## src/rtl/brc_iter.sv

```systemverilog
// Iterative branch comparator: resolves BEQ/BNE/BLT/BGE/BLTU/BGEU over CHUNK_W-bit
// slices, MSB chunk first. Define BRC_ITER_EARLY_EXIT_EN to leave BUSY on the first mismatch.
module brc_iter #(
  parameter int DATA_W  = 32,
  parameter int CHUNK_W = 8
) (
  input  logic              i_clk,
  input  logic              i_rst_n,
  input  logic              i_valid,
  output logic              o_ready,
  input  logic [DATA_W-1:0] i_rs1_data,
  input  logic [DATA_W-1:0] i_rs2_data,
  input  logic [2:0]        i_br_op,
  output logic              o_valid,
  input  logic              i_ready,
  output logic              o_br_less,
  output logic              o_br_equal,
  output logic              o_br_taken,
  output logic              o_illegal
);

  localparam int N  = (CHUNK_W > 0) ? DATA_W / CHUNK_W : 1;
  localparam int KW = (N > 1) ? $clog2(N) : 1;
  localparam logic [KW-1:0] LAST = KW'(N - 1);
  localparam logic [DATA_W-1:0] MSB = {1'b1, {(DATA_W-1){1'b0}}};
`ifdef BRC_ITER_EARLY_EXIT_EN
  localparam bit EARLY = 1'b1;
`else
  localparam bit EARLY = 1'b0;
`endif

  if (CHUNK_W < 1) begin : g_bad_chunk
    $error("brc_iter: CHUNK_W must be >= 1");
  end else if (DATA_W % CHUNK_W != 0) begin : g_bad_div
    $error("brc_iter: DATA_W must be a multiple of CHUNK_W");
  end

  typedef enum logic [1:0] {IDLE, BUSY, DONE} state_t;

  state_t            state;
  logic [DATA_W-1:0] a_r, b_r, a_nxt, b_nxt;
  logic [2:0]        op_r;
  logic [KW-1:0]     k;
  logic              diff, less_r;

  // Operands shift left so the chunk under test always sits in the top CHUNK_W bits.
  if (N > 1) begin : g_shift
    assign a_nxt = {a_r[DATA_W-CHUNK_W-1:0], {CHUNK_W{1'b0}}};
    assign b_nxt = {b_r[DATA_W-CHUNK_W-1:0], {CHUNK_W{1'b0}}};
  end else begin : g_noshift
    assign a_nxt = a_r;
    assign b_nxt = b_r;
  end

  logic [CHUNK_W-1:0] a_top, b_top;
  logic               mis, fin_less, fin_eq, fin_taken, ill;

  assign a_top    = a_r[DATA_W-1 -: CHUNK_W];
  assign b_top    = b_r[DATA_W-1 -: CHUNK_W];
  assign mis      = (a_top != b_top);
  assign fin_less = diff ? less_r : (mis && (a_top < b_top));
  assign fin_eq   = !diff && !mis;
  assign ill      = (op_r[2:1] == 2'b01);

  always_comb begin
    fin_taken = 1'b0;
    case (op_r)
      3'b000:         fin_taken = fin_eq;
      3'b001:         fin_taken = !fin_eq;
      3'b100, 3'b110: fin_taken = fin_less;
      3'b101, 3'b111: fin_taken = !fin_less;
      default:        fin_taken = 1'b0;
    endcase
  end

  assign o_ready = (state == IDLE);
  assign o_valid = (state == DONE);

  always_ff @(posedge i_clk or negedge i_rst_n) begin
    if (!i_rst_n) begin
      state      <= IDLE;
      a_r        <= '0;
      b_r        <= '0;
      op_r       <= '0;
      k          <= '0;
      diff       <= 1'b0;
      less_r     <= 1'b0;
      o_br_less  <= 1'b0;
      o_br_equal <= 1'b0;
      o_br_taken <= 1'b0;
      o_illegal  <= 1'b0;
    end else begin
      case (state)
        IDLE: if (i_valid) begin
          // Flipping the sign bit maps two's complement order onto unsigned order.
          a_r    <= i_br_op[1] ? i_rs1_data : (i_rs1_data ^ MSB);
          b_r    <= i_br_op[1] ? i_rs2_data : (i_rs2_data ^ MSB);
          op_r   <= i_br_op;
          k      <= '0;
          diff   <= 1'b0;
          less_r <= 1'b0;
          state  <= BUSY;
        end
        BUSY: begin
          if (!diff && mis) begin
            diff   <= 1'b1;
            less_r <= (a_top < b_top);
          end
          a_r <= a_nxt;
          b_r <= b_nxt;
          k   <= k + KW'(1);
          if (k == LAST || (EARLY && mis)) begin
            o_br_less  <= fin_less;
            o_br_equal <= fin_eq;
            o_br_taken <= fin_taken && !ill;
            o_illegal  <= ill;
            state      <= DONE;
          end
        end
        DONE: if (i_ready) begin
          o_br_less  <= 1'b0;
          o_br_equal <= 1'b0;
          o_br_taken <= 1'b0;
          o_illegal  <= 1'b0;
          k          <= '0;
          state      <= IDLE;
        end
        default: state <= IDLE;
      endcase
    end
  end

endmodule

```

## config.mk

```make
export PLATFORM = sky130hd
export DESIGN_NAME = brc_iter
export DESIGN_NICKNAME = d
export VERILOG_FILES = /design/src/rtl/brc_iter.sv
export SDC_FILE = /design/constraint.sdc
export NUM_CORES = 1
export LEC_CHECK = 0
export ABC_AREA = 1
export BUFFER_PORTS_ARGS = -buffer_cell sky130_fd_sc_hd__buf_2
export CORE_ASPECT_RATIO = 1.5
export CORE_MARGIN = 3
export CORE_UTILIZATION = 42
export DETAILED_ROUTE_END_ITERATION = 8
export GPL_ROUTABILITY_DRIVEN = 0
export PLACE_DENSITY = 0.64
export SLEW_MARGIN = 40
export SYNTH_ARGS = -nofsm -noshare
export SYNTH_HDL_FRONTEND = slang
export SYNTH_SLANG_ARGS = --single-unit
export TNS_END_PERCENT = 10
```

## constraint.sdc

```tcl
create_clock -name i_clk -period 2.45 [get_ports i_clk]
set_input_delay 0.3675 -clock i_clk [delete_from_list [all_inputs] [get_ports i_clk]]
set_output_delay 0.3675 -clock i_clk [all_outputs]
set_load 0.005 [all_outputs]
```

==> parameters.txt, run 1 <==
Parameter                              Value

Place
  Worst slack at placement ... between 0.4 and 0.5 ns
  HPWL after detailed placement ... about 5600 um
  Input/output buffers ... between 70 and 80

Clock network
  Clock tree from TritonCTS ... built
  Largest buffer count on any clock path ... 2
  Num CTS Buffers ... 9
  H-Tree Level Count ... 3
  Clock-pin slew on the worst setup and hold paths ... 0.06 ns
  Setup Fix Bufs, Post-CTS ... 0
  Latest clock arrival within the worst-skew pair ... between 0.3 and 0.4 ns
  Number of sinks handled by clock tree synthesis ... 77
  Clock root buffer ... sky130_fd_sc_hd__clkbuf_16

Yosys
  Synthesized cell area ... 3710 um2
  Average size of a mapped cell ... approximately 8.4 um2
  Count of distinct cell types in the synthesized netlist ... 23
  Number of standard cells after synthesis ... 442
  Warning count from the yosys run ... 0
  Sequential element share of the synthesized area ... 51.9%
  Syn Nets ... between 500 and 600
  Synthesized flop and latch total ... 77

Setup path
  Endpoint arrival time on the critical path ... between 2 and 2.5 ns
  Worst stage delay on the critical path ... 0.51 ns
  Nature of the critical path startpoint ... flop
  Number of buffer and inverter instances along the worst setup path ... 2
  Crit end category ... flop
  Slowest library cell on the worst path ... sky130_fd_sc_hd__o21ai_4
  Worst Setup Path Type ... flop to flop
  Critical path fanouts, max ... 22
  Critical path cell sequence ... inv_1 -> ha_1 -> o21ai_4 -> inv_2 -> nor2_1 -> nand2_1 -> o21ai_1
  Worst Path Required ... roughly 2.7 ns
  Crit-path leading delay family ... compound AO/OA/AOI/OAI gates

Final layout
  Area of all sequential standard cells ... 1930 um2
  Highest-count cells in the layout ignoring fill and taps ... 122 x sky130_fd_sc_hd__nand2_1, 77 x sky130_fd_sc_hd__dfrtp_1, 75 x sky130_fd_sc_hd__buf_2
  Post-layout nets ... slightly below 600
  Diode insertion count for antenna repair ... 0
  P&R area growth vs syn ... 21.7%
  Most common cell after layout, fill and taps aside ... sky130_fd_sc_hd__nand2_1
  Fraction of layout instances using a drive strength above 1 ... between 20% and 30%
  Combined area of the multi-input logic cells ... around 1500 um2
  Layout filler cell count ... around 830

Power
  Relative contribution of combinational cells to total power ... between 40% and 50%
  Internal power ... ~3.9 mW
  Part of the total power dissipated in sequential elements ... between 30% and 40%
  Leakage dissipation ... around 2.2 nW
  Switching power ... 2.45 mW
  Worst vdd ir ... approximately 0.67 mV
  Sw Share ... between 30% and 40%
  Power Dens Cells ... roughly 1400 nW/um2
  Share of power burned in the clock network ... 23.8%

Flow run
  Count of max-cap constraint violations ... 0

Global route
  Maximum number of pins on one net before global-route repair ... a little under 70
  Total overflow reported by the global router ... 0
  Global-route wire length before repair ... approximately 13,000 um
  Vias in the first global route ... a little under 3,000
  GRT Resource Usage Total ... between 15 and 20%
  Initial antenna violation count ... 0

Drt
  Final ANT Viol Nets ... 0
  DR DRC count ... 0
  Drt first-iter violations ... 157
  Via density per instance ... 4.93
  Final wirelength ... between 7000 and 8000 um
  Post-DR wirelength/cell ... approximately 13 um
  Routed vias ... between 3,000 and 4,000
  Number of detailed-routing iterations run before antenna repair ... 6

Floorplan
  Ports ... between 70 and 80
  Die width ... just over 80 um
  Die outline height ... 121 um
  Core Box Area ... ~8500 um2
  Die area ... between 10,000 and 15,000 um2
  Initial core utilization ... between 40% and 50%
  Num rows ... 41

Hold path
  Type of the most critical hold path ... primary input to flop

Timing
  Setup TNS ... 0 ns
  Ratio of final minimum period to clock period ... about four fifths
  Worst Skew ... around 0.007 ns
  Number of setup violations in the final report ... 0
  Top achievable clock speed ... around 500 MHz
  Slew at the pin with the worst max-slew slack ... 0.657 ns
  Max_slew headroom ... a little under three fifths
  Final worst slack ... ~0.44 ns
  Number of hold violations in the final report ... 0
  Time the worst path needs with I/O delays and setup ... 2.01 ns
  RSZ-0062 raised after global routing ... false
  Max-slew violations ... 0

Run status
  Status ... completed
-- what timing repair did --
action	4_1_cts	5_1_grt
resized for setup	0	0
hold buffers	1	0
endpoints found under the hold margin	32	0
setup endpoints to repair	0	0
-- worst paths after layout --
kind	start	end	slack [ns]	cells after the start
setup / recovery	state[0]	less_r	0.44	7
hold / removal	i_rs1_data[0]	a_r[0]	0.26	3
setup reg to reg	state[0]	less_r	0.44	7
hold reg to reg	o_br_taken	o_br_taken	0.47	2
max in group asynchronous	i_rst_n	k[1]	1.34	3
min in group asynchronous	i_rst_n	a_r[7]	0.52	2
-- cells by family after synthesis --
logic type | after synthesis | share of synthesized area, %
fa+ha+maj | 13 | 4.38
simple gates | 185 | 19.7
buf+inv | 68 | 7.61
mux | 1 | 0.303
flops | 77 | 51.9
compound gates | 96 | 15.7
xor+xnor | 2 | 0.472
-- layout make-up --
class / count / area share [%]
Clock buffer: 10 / 5.07
Clock inverter: 6 / 2.46
Inverter: 42 / 3.49
Multi-Input combinational cell: 297 / 33.3
Sequential cell: 77 / 42.6
Tap cell: 107 / 2.96
Timing Repair Buffer: 82 / 10.1
-- flip-flops by register name, summed over array words and instances (netlist names) --
signal,flops
o_illegal,1
diff,1
k,2
a_r,32
o_br_equal,1
o_br_less,1
o_br_taken,1
less_r,1
op_r,3
b_r,32
state,2
-- cells in the mapped netlist --
cell / count / share of area, %
sky130_fd_sc_hd__a21o_1: 1 / 0.20
sky130_fd_sc_hd__a21oi_1: 8 / 1.1
sky130_fd_sc_hd__a31oi_1: 28 / 4.7
sky130_fd_sc_hd__buf_1: 2 / 0.20
sky130_fd_sc_hd__buf_2: 10 / 1.3
sky130_fd_sc_hd__buf_4: 4 / 0.81
sky130_fd_sc_hd__clkbuf_1: 10 / 1.0
sky130_fd_sc_hd__dfrtp_1: 77 / 52
sky130_fd_sc_hd__ha_1: 13 / 4.4
sky130_fd_sc_hd__inv_1: 40 / 4.0
sky130_fd_sc_hd__inv_2: 2 / 0.20
sky130_fd_sc_hd__mux2_2: 1 / 0.30
sky130_fd_sc_hd__nand2_1: 122 / 12
sky130_fd_sc_hd__nand3_1: 22 / 3.0
sky130_fd_sc_hd__nor2_1: 38 / 3.8
sky130_fd_sc_hd__nor3b_1: 1 / 0.20
sky130_fd_sc_hd__o211ai_1: 19 / 3.8
sky130_fd_sc_hd__o21a_1: 2 / 0.40
sky130_fd_sc_hd__o21ai_0: 36 / 4.9
sky130_fd_sc_hd__o21ai_1: 1 / 0.13
sky130_fd_sc_hd__o21ai_4: 1 / 0.44
sky130_fd_sc_hd__or2_2: 2 / 0.34
sky130_fd_sc_hd__xor2_1: 2 / 0.47
-- through the flow --
step	std cells	util (%)	power, mW	cell area, um2	hold WS, ns
3_3_place_gp	604	49.0	4.76	4170	0.348
5_1_grt	621	53.1	6.91	4520	0.267
6_report	621	53.1	6.31	4520	0.260
4_1_cts	621	53.1	6.39	4520	0.243
3_5_place_dp	604	49.0	4.86	4170	0.341
2_1_floorplan	442	-	4.25	3710	0.0719
-- worst reg2reg max path: cells and delay by family (launching register included) --
family / cells / cell delay (ns)
adders and majority gates: 1 / 0.27
DFF: 1 / 0.40
buffers and inverters: 2 / 0.33
AOI/OAI and AO/OA: 2 / 0.67
and+or+nand+nor: 2 / 0.26
-- power groups by stage --
stage          registers (mW)  clock network, mW  logic [mW]
4_1_cts                  2.19               1.54        2.66
5_1_grt                  2.27               1.59        3.05
3_5_place_dp             2.21                  0        2.65
6_report                 2.19               1.50        2.62
2_1_floorplan            2.13                  0        2.11
3_3_place_gp             2.19                  0        2.57
-- metal layers --
| metal | vias up | track usage (%) | share of wire, % |
|---|---|---|---|
| met4 | 0 | 7.67 | 1.8 |
| met3 | 8 | 3.64 | 4.2 |
| li1 | 1589 | - | - |
| met5 | - | 0 | 0 |
| met1 | 1408 | 22.8 | 44 |
| met2 | 57 | 27.6 | 50 |
Note: power is estimated with default switching activity, not from simulation.
==> inputs of run 2 (changes only) <==
--- a/config.mk
+++ b/config.mk
@@ -12,7 +12,7 @@
 export CORE_UTILIZATION = 42
 export DETAILED_ROUTE_END_ITERATION = 8
 export GPL_ROUTABILITY_DRIVEN = 0
-export PLACE_DENSITY = 0.64
+export PLACE_DENSITY = 0.66
 export SLEW_MARGIN = 40
 export SYNTH_ARGS = -nofsm -noshare
 export SYNTH_HDL_FRONTEND = slang
==> constraint.sdc (replaced) <==
create_clock -name i_clk -period 1.75 [get_ports i_clk]
set_input_delay 0.2625 -clock i_clk [delete_from_list [all_inputs] [get_ports i_clk]]
set_output_delay 0.2625 -clock i_clk [all_outputs]
set_load 0.005 [all_outputs]
==> parameters.txt, run 2 (synthesized netlist as in run 1, its figures left out) <==
Parameter                              Value

Setup path
  Cell depth of the worst setup path ... 8
  Crit end category ... flop
  Critical path fanouts, max ... 30
  Worst Path Required ... 2.02 ns
  Slowest library cell on the worst path ... sky130_fd_sc_hd__dfrtp_1
  Endpoint arrival time on the critical path ... around 1.9 ns
  Worst Setup Path Type ... flop to flop
  Number of buffer and inverter instances along the worst setup path ... 3
  Path depth of the worst reg2reg path ... 8
  Most Frequent Cell on Critical Path ... sky130_fd_sc_hd__nand2_1
  Capture point of the worst reg-to-reg path ... a_r[7]
  Worst stage delay on the critical path ... 0.40 ns
  Setup slack of the worst register-to-register path ... about 0.085 ns
  Crit-path leading delay family ... buffers and inverters
  Critical path cell sequence ... inv_1 -> ha_2 -> nand2_1 -> o21ai_4 -> buf_4 -> clkbuf_16 -> nand3_1 -> nand2_1
  Nature of the critical path startpoint ... flop
  Startpoint of the worst register-to-register path ... state[1]

Timing
  Hold Slack ... about 0.15 ns
  RSZ-0062 raised after global routing ... true
  Ratio of final minimum period to clock period ... between 90% and 100%
  Top achievable clock speed ... 600 MHz
  Time the worst path needs with I/O delays and setup ... approximately 1.7 ns
  Worst Skew ... ~0.0053 ns
  Max_slew headroom ... between 60% and 70%
  Number of setup violations in the final report ... 0
  Slew at the pin with the worst max-slew slack ... roughly 0.49 ns
  Max-slew violations ... 0
  Setup TNS ... 0 ns
  Number of hold violations in the final report ... 0

Drt
  Routed vias ... between 3,000 and 4,000
  DR DRC count ... 0
  Final ANT Viol Nets ... 0
  Post-DR wirelength/cell ... approximately 13 um
  Final wirelength ... between 8000 and 9000 um
  Number of detailed-routing iterations run before antenna repair ... 4
  Drt first-iter violations ... 168
  Via density per instance ... roughly 4.9

Power
  Share of power burned in the clock network ... approximately a fifth
  Relative contribution of combinational cells to total power ... about 45%
  Leakage dissipation ... around 2.3 nW
  Total power ... approximately 9.1 mW
  Part of the total power dissipated in sequential elements ... 33.7%
  Internal power ... roughly 5.5 mW
  Switching power ... between 3 and 4 mW
  Power Dens Cells ... 1960 nW/um2
  Worst vdd ir ... 0.831 mV
  Sw Share ... 39.5%

Clock network
  Largest buffer count on any clock path ... 2
  Number of sinks handled by clock tree synthesis ... 77
  Num CTS Buffers ... 9
  Clock-pin slew on the worst setup and hold paths ... roughly 0.060 ns
  Clock tree from TritonCTS ... built
  H-Tree Level Count ... 3
  Clock root buffer ... sky130_fd_sc_hd__clkbuf_16
  Latest clock arrival within the worst-skew pair ... around 0.33 ns

Floorplan
  Die area ... 10,000 um2
  Initial core utilization ... ~44%
  Die outline height ... between 100 and 150 um
  Die width ... just over 80 um
  Num rows ... 41
  Core Box Area ... between 8000 and 9000 um2
  Ports ... just under 80

Global route
  Global-route wire length before repair ... around 14,000 um
  Vias in the first global route ... ~3,000
  GRT Resource Usage Total ... between 10% and 20%
  Total overflow reported by the global router ... 0
  Initial antenna violation count ... 0
  Maximum number of pins on one net before global-route repair ... 69

Final layout
  Combined area of the multi-input logic cells ... 1540 um2
  Most common cell after layout, fill and taps aside ... sky130_fd_sc_hd__nand2_1
  Area of all sequential standard cells ... slightly below 2000 um2
  Final Core Density ... between 50% and 60%
  Highest-count cells in the layout ignoring fill and taps ... 122 x sky130_fd_sc_hd__nand2_1, 76 x sky130_fd_sc_hd__dfrtp_1, 75 x sky130_fd_sc_hd__buf_2
  Largest registers in the final layout ... a_r (32), b_r (32), op_r (3)
  Diode insertion count for antenna repair ... 0
  Post-layout nets ... around 600
  Final non-filler cell total ... 629
  Layout filler cell count ... slightly above 800
  P&R area growth vs syn ... 25.0%
  Fraction of layout instances using a drive strength above 1 ... a little under a quarter

Hold path
  Cells on Worst Hold Path ... 3
  Hold_sp ... i_rs2_data[7]
  Worst hold path endpoint ... b_r[7]
  Type of the most critical hold path ... primary input to flop

Flow run
  Count of max-cap constraint violations ... 0

Place
  Placed instance count ... just over 600
  Input/output buffers ... 76
  HPWL after detailed placement ... 5860 um

Run status
  Status ... completed
==> run 2: worst max-delay path by stage <==
stage	endpoint	slack (ns)	startpoint
4_1_cts	k[0]	0.04	state[0]
3_3_place_gp	b_r[14]	0.15	state[1]
2_1_floorplan	a_r[10]	0.17	state[0]
6_report	a_r[7]	0.08	state[1]
3_5_place_dp	k[0]	0.05	state[0]
5_1_grt	o_br_taken	-0.05	state[0]
==> run 2: cell type report <==
class                   instances  share of cell area (%)
clock buffers                  13                    5.82
inverters                      42                    3.45
clock inverters                 3                   0.916
flip-flops and latches         77                    41.5
multi-input cells             297                    33.2
well taps                     107                    2.88
repair buffers                 90                    12.2
==> run 2: worst reg2reg max path, stage by stage (launching register included) <==
cell,delay [ns]
sky130_fd_sc_hd__dfrtp_1,0.40
sky130_fd_sc_hd__inv_1,0.13
sky130_fd_sc_hd__ha_2,0.25
sky130_fd_sc_hd__nand2_1,0.12
sky130_fd_sc_hd__o21ai_4,0.14
sky130_fd_sc_hd__buf_4,0.19
sky130_fd_sc_hd__clkbuf_16,0.19
sky130_fd_sc_hd__nand3_1,0.09
sky130_fd_sc_hd__nand2_1,0.07
==> run 2: what timing repair did <==
action / 4_1_cts / 5_1_grt
hold endpoints to repair: 35 / 0
setup buffers: 0 / 2
endpoints found under the setup margin: 0 / 33
hold buffers: 1 / 0
gates resized for setup: 0 / 16
==> run 2: power by group through the flow <==
stage / Combinational [mW] / Sequential [mW] / Clock, mW
global route: 4.75 / 3.17 / 2.04
global placement: 3.78 / 3.06 / 0
floorplan: 2.96 / 2.98 / 0
detailed placement: 3.88 / 3.09 / 0
finish: 4.10 / 3.07 / 1.92
CTS: 3.91 / 3.06 / 1.95
==> run 2: layer usage <==
metal / up-vias / wire [um] / GRT usage (%)
met5: - / 0 / 0
met4: 0 / 160 / 7.36
met3: 11 / 287 / 3.42
met2: 53 / 4140 / 28.0
met1: 1405 / 3740 / 24.1
li1: 1601 / - / -
==> run 2: per-stage QoR <==
stage | setup WS [ns] | area [um2]
after detailed placement | 0.0505 | 4230
after global routing | -0.0471 | 4640
final | 0.0847 | 4640
after CTS | 0.0359 | 4560
after floorplan | 0.174 | 3710
after global placement | 0.155 | 4230
==> inputs of run 3 (changes only) <==
--- a/config.mk
+++ b/config.mk
@@ -6,13 +6,13 @@
 export NUM_CORES = 1
 export LEC_CHECK = 0
 export ABC_AREA = 1
-export BUFFER_PORTS_ARGS = -buffer_cell sky130_fd_sc_hd__buf_2
 export CORE_ASPECT_RATIO = 1.5
 export CORE_MARGIN = 3
 export CORE_UTILIZATION = 42
 export DETAILED_ROUTE_END_ITERATION = 8
+export DONT_BUFFER_PORTS = 1
 export GPL_ROUTABILITY_DRIVEN = 0
-export PLACE_DENSITY = 0.66
+export PLACE_DENSITY = 0.59
 export SLEW_MARGIN = 40
 export SYNTH_ARGS = -nofsm -noshare
 export SYNTH_HDL_FRONTEND = slang
==> parameters.txt, run 3 (synthesized netlist as in run 1, its figures left out) <==
Parameter                              Value

Clock network
  Num CTS Buffers ... 9
  H-Tree Level Count ... 3
  Largest buffer count on any clock path ... 2
  Clock-pin slew on the worst setup and hold paths ... ~0.060 ns
  Latest clock arrival within the worst-skew pair ... about 0.33 ns
  Clock tree from TritonCTS ... built
  Number of sinks handled by clock tree synthesis ... 77
  Clock root buffer ... sky130_fd_sc_hd__clkbuf_16

Global route
  Total overflow reported by the global router ... 0
  Met3 capacity usage during global routing ... under 10%
  Grt peak-use layer ... met2
  Global-route wire length before repair ... about 13,000 um
  GRT Resource Usage Total ... 17.4%
  Maximum number of pins on one net before global-route repair ... 78
  Initial antenna violation count ... 0
  GRT met1 Usage ... between 20% and 30%
  Vias in the first global route ... between 2,000 and 3,000
  Global-route met2 utilization ... between 20 and 30%

Power
  Leakage dissipation ... just over 2 nW
  Relative contribution of combinational cells to total power ... 45.8%
  Internal power ... around 5.7 mW
  Part of the total power dissipated in sequential elements ... about a third
  Worst vdd ir ... 0.955 mV
  Switching power ... 3.56 mW
  Share of power burned in the clock network ... between 20% and 30%
  Sw Share ... a little under two fifths
  Power Dens Cells ... between 2000 and 2500 nW/um2

Timing
  Worst Skew ... 0.00498 ns
  Hold Slack ... -0.376 ns
  Max_slew headroom ... roughly 80%
  Top achievable clock speed ... 609 MHz
  Ratio of final minimum period to clock period ... between 90% and 100%
  Max-slew violations ... 0
  RSZ-0062 raised after global routing ... true
  Number of setup violations in the final report ... 0
  Number of hold violations in the final report ... between 70 and 80
  Setup TNS ... 0 ns
  Time the worst path needs with I/O delays and setup ... between 1.5 and 2 ns
  Slew at the pin with the worst max-slew slack ... between 0.2 and 0.3 ns

Setup path
  Worst Path Required ... 1.97 ns
  Nature of the critical path startpoint ... flop
  Setup slack of the worst register-to-register path ... between 0.1 and 0.15 ns
  Worst Setup Path Type ... flop to flop
  Startpoint of the worst register-to-register path ... state[1]
  Crit end category ... flop
  Worst stage delay on the critical path ... 0.42 ns
  Crit-path leading delay family ... buffers and inverters
  Endpoint arrival time on the critical path ... roughly 1.9 ns
  Critical path fanouts, max ... 10
  Critical path cell sequence ... inv_2 -> ha_4 -> inv_4 -> o21ai_4 -> buf_12 -> inv_2 -> buf_4 -> nand2_1 -> nand2_1
  Slowest library cell on the worst path ... sky130_fd_sc_hd__dfrtp_1
  Number of buffer and inverter instances along the worst setup path ... 5
  Capture point of the worst reg-to-reg path ... a_r[6]
  Path depth of the worst reg2reg path ... 9
  Launching element of the worst setup path ... state[1]

Place
  HPWL after detailed placement ... between 5000 and 6000 um
  Instance area at placement ... between 3000 and 4000 um2
  Input/output buffers ... 0
  Placed instance count ... 539

Flow run
  Count of max-cap constraint violations ... 0

Drt
  DR DRC count ... 0
  Final wirelength ... a little over 8000 um
  Post-DR wirelength/cell ... 14.7 um
  Final ANT Viol Nets ... 0
  Number of detailed-routing iterations run before antenna repair ... 4
  Via density per instance ... 5.17
  Drt first-iter violations ... around 140
  Routed vias ... between 2,000 and 3,000

Hold path
  Type of the most critical hold path ... primary input to async pin

Floorplan
  Num rows ... 41
  Ports ... 77
  Die width ... between 80 and 90 um
  Initial core utilization ... 43.6%
  Die area ... 10,000 um2
  Die outline height ... 121 um
  Core Box Area ... ~8500 um2

Run status
  Status ... finished, violations left
  Failing checks ... hold timing

Final layout
  Final non-filler cell total ... 559
  Post-layout nets ... around 530
  Fraction of layout instances using a drive strength above 1 ... between 10 and 15%
  Highest-count cells in the layout ignoring fill and taps ... 122 x sky130_fd_sc_hd__nand2_1, 77 x sky130_fd_sc_hd__dfrtp_1, 38 x sky130_fd_sc_hd__inv_1
  Most common cell after layout, fill and taps aside ... sky130_fd_sc_hd__nand2_1
  Layout filler cell count ... 845
  Layout Cell Area excl Fill ... 4320 um2
  P&R area growth vs syn ... 16.4%
  Largest registers in the final layout ... a_r (32), b_r (32), op_r (3)
  Diode insertion count for antenna repair ... 0
[run 3: changes by cell type in the layout (fill, tap and decap cells not counted), moves of 2 or more]
| cell | delta |
|---|---|
| sky130_fd_sc_hd__buf_2 | -75 |
| sky130_fd_sc_hd__buf_4 | +8 |
| sky130_fd_sc_hd__buf_6 | -2 |
| sky130_fd_sc_hd__clkbuf_8 | -2 |
| sky130_fd_sc_hd__ha_2 | -2 |
[run 3: worst max path at each step]
stage / end / slack [ns] / cells after the start
final: a_r[6] / 0.11 / 9
after CTS: a_r[31] / 0.06 / 9
after floorplan: a_r[10] / 0.17 / 7
after detailed placement: a_r[31] / -0.01 / 9
after global placement: a_r[31] / 0.06 / 9
after global routing: a_r[6] / -0.03 / 9
[run 3: repair_timing]
item,CTS,global route
hold endpoints to repair,77,77
gates cloned,0,2
setup buffers,0,3
resized for setup,1,12
pin swaps,0,3
setup endpoints to repair,2,50
[run 3: area by class of cell]
class,count,area [um2],area share [%]
sequential,77,1930,44.6
multi-input combinational,297,1550,35.7
clock buffer,11,243,5.61
timing repair buffer,21,243,5.61
inverter,42,160,3.70
tap,107,134,3.10
clock inverter,4,72.6,1.68
[run 3: power groups by stage]
stage               combinational (mW)  sequential, mW  clock (mW)
global placement                  3.79            3.08           0
global route                      4.87            3.17        2.10
floorplan                         2.96            2.98           0
CTS                               3.94            3.07        2.02
detailed placement                3.92            3.10           0
finish                            4.25            3.06        1.97
[run 3: per-stage QoR]
step / power [mW] / setup slack, ns / hold WS (ns) / utilization [%]
floorplan: 5.94 / 0.174 / -0.0331 / -
global placement: 6.87 / 0.0646 / -0.0305 / 45.7
detailed placement: 7.02 / -0.0109 / -0.0306 / 45.7
CTS: 9.03 / 0.0603 / -0.390 / 49.5
global route: 10.1 / -0.0314 / -0.393 / 50.8
finish: 9.28 / 0.109 / -0.376 / 50.8
[run 3: worst reg2reg max path, stage by stage, from the launching register on]
cell and delay (ns):
sky130_fd_sc_hd__dfrtp_1 0.42, sky130_fd_sc_hd__inv_2 0.12, sky130_fd_sc_hd__ha_4 0.17, sky130_fd_sc_hd__inv_4 0.06, sky130_fd_sc_hd__o21ai_4 0.23, sky130_fd_sc_hd__buf_12 0.17
sky130_fd_sc_hd__inv_2 0.06, sky130_fd_sc_hd__buf_4 0.17, sky130_fd_sc_hd__nand2_1 0.07, sky130_fd_sc_hd__nand2_1 0.05
[run 3: per-layer routing]
metal  wire length (um)  up-vias
met5                  0        -
met4                127        0
met3                446       10
met2               4080       67
met1               3570     1353
li1                   -     1459
